**config.mk**
```make
export PLATFORM = sky130hd
export DESIGN_NAME = iobus_timer_responder
export DESIGN_NICKNAME = d
export VERILOG_FILES = /design/src/rtl/iobus_timer_responder.sv
export SDC_FILE = /design/constraint.sdc
export NUM_CORES = 1
export LEC_CHECK = 0
export ABC_AREA = 1
export CAP_MARGIN = 20
export CORE_MARGIN = 2
export CORE_UTILIZATION = 35
export CTS_CLUSTER_DIAMETER = 200
export DETAILED_ROUTE_END_ITERATION = 8
export GPL_ROUTABILITY_DRIVEN = 1
export SETUP_SLACK_MARGIN = 0.05
export SYNTH_ARGS = -nofsm -noshare
export SYNTH_HDL_FRONTEND = slang
export SYNTH_SLANG_ARGS = --single-unit
```
**constraint.sdc**
```tcl
create_clock -name CLK -period 2.9 [get_ports CLK]
set_input_delay 0.725 -clock CLK [delete_from_list [all_inputs] [get_ports CLK]]
set_output_delay 0.725 -clock CLK [all_outputs]
set_load 0.01 [all_outputs]
```
**src/rtl/iobus_timer_responder.sv**
```systemverilog
// Memory-mapped timer/interrupt responder on the OTTER IOBUS.
// Prescaled up-counter with one-shot or periodic expiry, registered read port, level INTR.
module iobus_timer_responder #(
  parameter logic [31:0] BASE_ADDR  = 32'h1100_0100,
  parameter int          PRESCALE_W = 16
) (
  input  logic        CLK,
  input  logic        RESET_N,
  input  logic [31:0] IOBUS_ADDR,
  input  logic [31:0] IOBUS_OUT,
  input  logic        IOBUS_WR,
  output logic [31:0] IOBUS_IN,
  output logic        INTR
);

  typedef enum logic [1:0] {IDLE, RUN, DONE} state_e;

  state_e                state_q, state_d;
  logic                  periodic_q, periodic_d;
  logic                  ie_q, ie_d;
  logic                  pend_q, pend_d;
  logic [31:0]           period_q, period_d;
  logic [31:0]           count_q, count_d;
  logic [31:0]           rdata_q, rdata_d;
  logic [PRESCALE_W-1:0] pre_cnt_q, pre_cnt_d;
  logic [PRESCALE_W-1:0] prescale_q, prescale_d;

  logic        hit, wr, tick, expire;
  logic [2:0]  slot;
  logic [31:0] rd_val;
  logic        unused_addr_lsb;

  assign hit             = (IOBUS_ADDR[31:5] == BASE_ADDR[31:5]);
  assign slot            = IOBUS_ADDR[4:2];
  assign wr              = IOBUS_WR & hit;
  assign unused_addr_lsb = ^IOBUS_ADDR[1:0];
  assign tick            = (state_q == RUN) && (pre_cnt_q == prescale_q);
  assign expire          = tick && (count_q == period_q);

  // CTRL.EN reflects the live run state, so a one-shot expiry reads back EN=0.
  always_comb begin
    rd_val = '0;
    case (slot)
      3'd0: rd_val = {29'b0, ie_q, periodic_q, state_q == RUN};
      3'd1: rd_val = period_q;
      3'd2: rd_val = count_q;
      3'd3: rd_val = {31'b0, pend_q};
      3'd4: rd_val = 32'(prescale_q);
      default: rd_val = '0;
    endcase
    rdata_d = hit ? rd_val : '0;
  end

  always_comb begin
    state_d    = state_q;
    periodic_d = periodic_q;
    ie_d       = ie_q;
    pend_d     = pend_q;
    period_d   = period_q;
    count_d    = count_q;
    pre_cnt_d  = pre_cnt_q;
    prescale_d = prescale_q;

    if (state_q == RUN) begin
      pre_cnt_d = tick ? '0 : pre_cnt_q + 1'b1;
      if (expire) begin
        pend_d = 1'b1;
        if (periodic_q) count_d = '0;
        else            state_d = DONE;
      end else if (tick) begin
        count_d = count_q + 32'd1;
      end
    end

    // Bus writes are applied last so they override the counter update.
    if (wr) begin
      case (slot)
        3'd0: begin
          periodic_d = IOBUS_OUT[1];
          ie_d       = IOBUS_OUT[2];
          if (IOBUS_OUT[0]) begin
            if (state_q != RUN) begin
              state_d   = RUN;
              pre_cnt_d = '0;
              if (state_q == DONE) count_d = '0;
            end
          end else if (state_q == RUN) begin
            state_d = IDLE;
          end
        end
        3'd1: period_d = IOBUS_OUT;
        3'd2: count_d  = IOBUS_OUT;
        3'd3: if (IOBUS_OUT[0] && !expire) pend_d = 1'b0;
        3'd4: prescale_d = IOBUS_OUT[PRESCALE_W-1:0];
        default: ;
      endcase
    end
  end

  always_ff @(posedge CLK or negedge RESET_N) begin
    if (!RESET_N) begin
      state_q    <= IDLE;
      periodic_q <= 1'b0;
      ie_q       <= 1'b0;
      pend_q     <= 1'b0;
      period_q   <= 32'hFFFF_FFFF;
      count_q    <= '0;
      rdata_q    <= '0;
      pre_cnt_q  <= '0;
      prescale_q <= '0;
    end else begin
      state_q    <= state_d;
      periodic_q <= periodic_d;
      ie_q       <= ie_d;
      pend_q     <= pend_d;
      period_q   <= period_d;
      count_q    <= count_d;
      rdata_q    <= rdata_d;
      pre_cnt_q  <= pre_cnt_d;
      prescale_q <= prescale_d;
    end
  end

  assign IOBUS_IN = rdata_q;
  assign INTR     = pend_q & ie_q;

endmodule

```
==> run_summary.xml <==
<?xml version="1.0" encoding="UTF-8"?>
<metrics>
  <group name="clock_tree">
    <metric name="ctsRootBufferMaster" unit="">clkbuf_16</metric>
    <metric name="cts.sink_count" unit="">133</metric>
    <metric name="cts_max_path_buffers" unit="">2</metric>
    <metric name="ctsHtreeMaxLevel" unit="">4</metric>
    <metric name="worst_skew_pair.late_latency" unit="ns">0.42</metric>
    <metric name="cts_buffer_count" unit="">17</metric>
    <metric name="cts_post_setup_buffers_inserted" unit="">0</metric>
    <metric name="tritoncts" unit="">yes</metric>
    <metric name="cts.hold.buffers_added" unit="">0</metric>
    <metric name="cts.reportedPaths.clkPinSlew" unit="ns">0.06</metric>
    <metric name="cts_resized" unit="">0</metric>
  </group>
  <group name="pwr">
    <metric name="power_frac_comb" unit="%">4.6</metric>
    <metric name="internal_power" unit="W">0.00348</metric>
    <metric name="cellPowerDensity" unit="mW/mm^2">422</metric>
    <metric name="p_sw_share" unit="%">22.4</metric>
    <metric name="power.static_leakage" unit="nW">4.94</metric>
    <metric name="max-vdd-ir-drop" unit="uV">362</metric>
    <metric name="clock_power_share" unit="%">54.0</metric>
    <metric name="share_seq_of_total_power" unit="%">41.4</metric>
    <metric name="total_switching_power" unit="W">0.00101</metric>
  </group>
  <group name="drt">
    <metric name="detailroute.via_count" unit="">8485</metric>
    <metric name="drtIter0Drc" unit="">602</metric>
    <metric name="drt.antenna.violating_nets" unit="">0</metric>
    <metric name="post_drt_via_cell_ratio" unit="">4.92</metric>
    <metric name="drtPass1Iterations" unit="">5</metric>
    <metric name="detail_route.drc_violations" unit="">0</metric>
    <metric name="wl_per_cell" unit="um">15.2</metric>
    <metric name="drt_wl_total" unit="um">26200</metric>
  </group>
  <group name="global_routing">
    <metric name="grtUsageMet2" unit="%">33.2</metric>
    <metric name="largest_net_degree_at_the_start_of_global_routing" unit="">51</metric>
    <metric name="grt_pass1_wl" unit="um">41700</metric>
    <metric name="grt_util_all_layers" unit="%">20.3</metric>
    <metric name="groute.layer.met1.usage" unit="%">28.2</metric>
    <metric name="first_global_vias" unit="">7921</metric>
    <metric name="groute.layer.met3.usage" unit="%">3.51</metric>
    <metric name="global_route.peak_usage_layer" unit="">met2</metric>
    <metric name="antenna_found_initial" unit="">0</metric>
    <metric name="gr_ovfl_total" unit="">0</metric>
  </group>
  <group name="layout">
    <metric name="area_taken_by_flip_flops_and_latches" unit="mm^2">0.00337</metric>
    <metric name="nets_finish" unit="">1455</metric>
    <metric name="multi_input_area" unit="mm^2">0.00433</metric>
    <metric name="final_layout_size_suffix_gt1_share" unit="%">8.58</metric>
    <metric name="flow.area_growth_from_synthesis" unit="%">23.7</metric>
    <metric name="final_util" unit="%">43.9</metric>
    <metric name="antenna_cells" unit="">0</metric>
    <metric name="final_cells" unit="">1723</metric>
    <metric name="n_fill_cell" unit="">2447</metric>
  </group>
  <group name="place">
    <metric name="dp_hpwl" unit="um">19400</metric>
    <metric name="place_ws" unit="ns">0.114</metric>
    <metric name="number_of_placed_instances_with_taps_included" unit="">1691</metric>
    <metric name="weighted_congestion_at_the_end_of_routability_driven_global_placement" unit="">0.893</metric>
    <metric name="port_buffer_count" unit="">97</metric>
  </group>
  <group name="synthesis">
    <metric name="ys_seq_elements" unit="">133</metric>
    <metric name="mappedNetlistArea" unit="mm^2">0.00859</metric>
    <metric name="synthCells" unit="">1305</metric>
    <metric name="sequential_area_share_after_synthesis" unit="%">39.2</metric>
    <metric name="avgSynthCellArea" unit="um^2">6.58</metric>
    <metric name="ys_types" unit="">30</metric>
    <metric name="post_synth_net_total" unit="">1374</metric>
    <metric name="synthesis.yosys.warnings" unit="">0</metric>
  </group>
  <group name="sta">
    <metric name="timing.final.ws_setup" unit="ns">0.466</metric>
    <metric name="timing.setup.tns" unit="ns">0</metric>
    <metric name="period_share" unit="%">83.9</metric>
    <metric name="slew_viol_final" unit="">0</metric>
    <metric name="rsz0062_at_grt" unit="">false</metric>
    <metric name="worst_clock_skew" unit="ns">0.0140</metric>
    <metric name="final-setup-viol-count" unit="">0</metric>
    <metric name="timing.final.hold_violations" unit="">0</metric>
    <metric name="fmax" unit="MHz">411</metric>
    <metric name="max_slew.worst_pin.slew" unit="ns">0.965</metric>
    <metric name="layout_min_cycle_time" unit="ns">2.43</metric>
    <metric name="timing.slew.headroom" unit="%">35.6</metric>
  </group>
  <group name="die">
    <metric name="die_h" unit="um">161</metric>
    <metric name="initial_core_util" unit="%">35.5</metric>
    <metric name="num_io_pins" unit="">100</metric>
    <metric name="design.die.area" unit="mm^2">0.0258</metric>
    <metric name="dieWidth" unit="um">161</metric>
    <metric name="coreArea" unit="mm^2">0.0242</metric>
    <metric name="placementRows" unit="">57</metric>
  </group>
  <group name="setup_path">
    <metric name="worst_ep_arrival_time" unit="ns">2.79</metric>
    <metric name="criticalPathCategory" unit="">in2reg</metric>
    <metric name="timing.critical_path.required" unit="ns">3.26</metric>
    <metric name="worst_setup_path_start_kind" unit="">primary input</metric>
    <metric name="cp_max_fo" unit="">6</metric>
    <metric name="end_kind" unit="">flip-flop</metric>
  </group>
  <group name="worst_hold_path">
    <metric name="worstHoldPathType" unit="">in2async</metric>
  </group>
  <group name="status">
    <metric name="outcome" unit="">finished, final reports clean</metric>
  </group>
  <group name="run">
    <metric name="maxCapViolations" unit="">0</metric>
  </group>
</metrics>
[synth_stat cells]
cell type | n | share of area (%)
a2bb2oi_1 | 1 | 0.10
o22ai_1 | 5 | 0.36
buf_4 | 3 | 0.26
ha_1 | 2 | 0.29
o21ai_0 | 77 | 4.5
a221oi_1 | 5 | 0.51
xor2_1 | 50 | 5.1
dfstp_2 | 32 | 9.8
nand4_1 | 39 | 2.8
dfrtp_1 | 101 | 29
nand2_1 | 485 | 21
nor2_4 | 3 | 0.39
nand3_2 | 2 | 0.23
nand3_1 | 104 | 6.1
buf_1 | 4 | 0.17
o21ai_1 | 4 | 0.23
clkinv_1 | 2 | 0.087
clkbuf_1 | 37 | 1.6
inv_1 | 142 | 6.2
a41oi_1 | 2 | 0.20
a21oi_1 | 24 | 1.4
inv_2 | 14 | 0.61
nand2_4 | 1 | 0.13
nor3_1 | 16 | 0.93
buf_6 | 3 | 0.39
clkinv_2 | 1 | 0.058
nor2_1 | 118 | 5.2
nor4_1 | 4 | 0.29
a31oi_1 | 5 | 0.36
buf_2 | 19 | 1.1
[logic make-up (layout without fill, tap and decap cells)]
family                   count (synthesis)  after routing  synth area share (%)
AND/OR/NAND/NOR                        772            772                  37.2
XOR/XNOR                                50             50                  5.10
buffers and inverters                  225            319                  10.5
adder cells (fa/ha/maj)                  2              2                 0.291
flip-flops                             133            133                  39.2
AO/OA/AOI/OAI                          123            123                  7.66
[worst max-delay path, cell delays in order]
cell	delay (ns)
clkdlybuf4s50_1	0.52
nor2_1	0.28
inv_1	0.11
nor2_1	0.38
nand3_1	0.18
a21oi_1	0.37
nand3_1	0.15
nand2_1	0.07
[cell type report]
| cell class | count | area share, % |
|---|---|---|
| multi-input combinational | 947 | 40.7 |
| sequential | 133 | 31.7 |
| timing repair buffer | 128 | 11.9 |
| inverter | 159 | 5.63 |
| clock buffer | 20 | 4.39 |
| tap | 324 | 3.82 |
| clock inverter | 12 | 1.78 |
[state kept, by name, summed over array words and instances (netlist names)]
name,flops
IOBUS_IN,32
count_q,32
period_q,32
pre_cnt_q,16
prescale_q,16
state_q,2
ie_q,1
pend_q,1
periodic_q,1
[cells in the final DEF (no fill, tap or decap)]
master	count
a21oi_1	24
a221oi_1	5
a2bb2oi_1	1
a31oi_1	5
a41oi_1	2
buf_12	5
buf_4	26
buf_6	1
bufinv_16	4
clkbuf_16	17
clkbuf_8	3
clkdlybuf4s50_1	96
clkinv_1	2
clkinv_2	1
clkinv_4	2
clkinvlp_4	1
dfrtp_1	101
dfstp_2	32
ha_1	2
inv_1	142
inv_2	14
inv_6	5
nand2_1	485
nand2_4	1
nand3_1	104
nand3_2	2
nand4_1	39
nor2_1	116
nor2_2	2
nor2_4	3
nor3_1	16
nor4_1	4
o21ai_0	77
o21ai_1	3
o21ai_2	1
o22ai_1	5
xor2_1	50
[power by group through the flow]
stage / combinational, W / sequential [W] / clock, W
final: 0.000204 / 0.00186 / 0.00243
after global routing: 0.000224 / 0.00186 / 0.00255
after CTS: 0.000208 / 0.00186 / 0.00246
after detailed placement: 0.000207 / 0.00189 / 0
after global placement: 0.000207 / 0.00189 / 0
after floorplan: 0.0000361 / 0.00189 / 0
[metrics by stage]
step	power, W	hold slack [ns]	instance area [um^2]
final	0.00449	0.247	10600
after global routing	0.00463	0.278	10600
after CTS	0.00452	0.254	10600
after detailed placement	0.00210	0.471	9970
after global placement	0.00210	0.466	9970
after floorplan	0.00193	0.429	8590
[final timing paths]
path	from	endpoint	slack, ns	cells after the start
worst max register to register	count_q[0]	count_q[28]	0.49	14
worst min-delay path	RESET_N	prescale_q[1]	0.25	1
worst max-delay path	IOBUS_ADDR[2]	count_q[9]	0.47	8
max in group asynchronous	RESET_N	period_q[18]	1.96	2
worst min register to register	period_q[20]	period_q[20]	0.48	2
min in group CLK	period_q[20]	period_q[20]	0.48	2
[metal layers]
| metal | wire length (um) | part of all wire, % |
|---|---|---|
| met5 | 0 | 0 |
| met2 | 12200 | 47 |
| met3 | 1260 | 4.8 |
| met1 | 12400 | 47 |
| met4 | 322 | 1.2 |
Power figures use the tool's default switching activity.
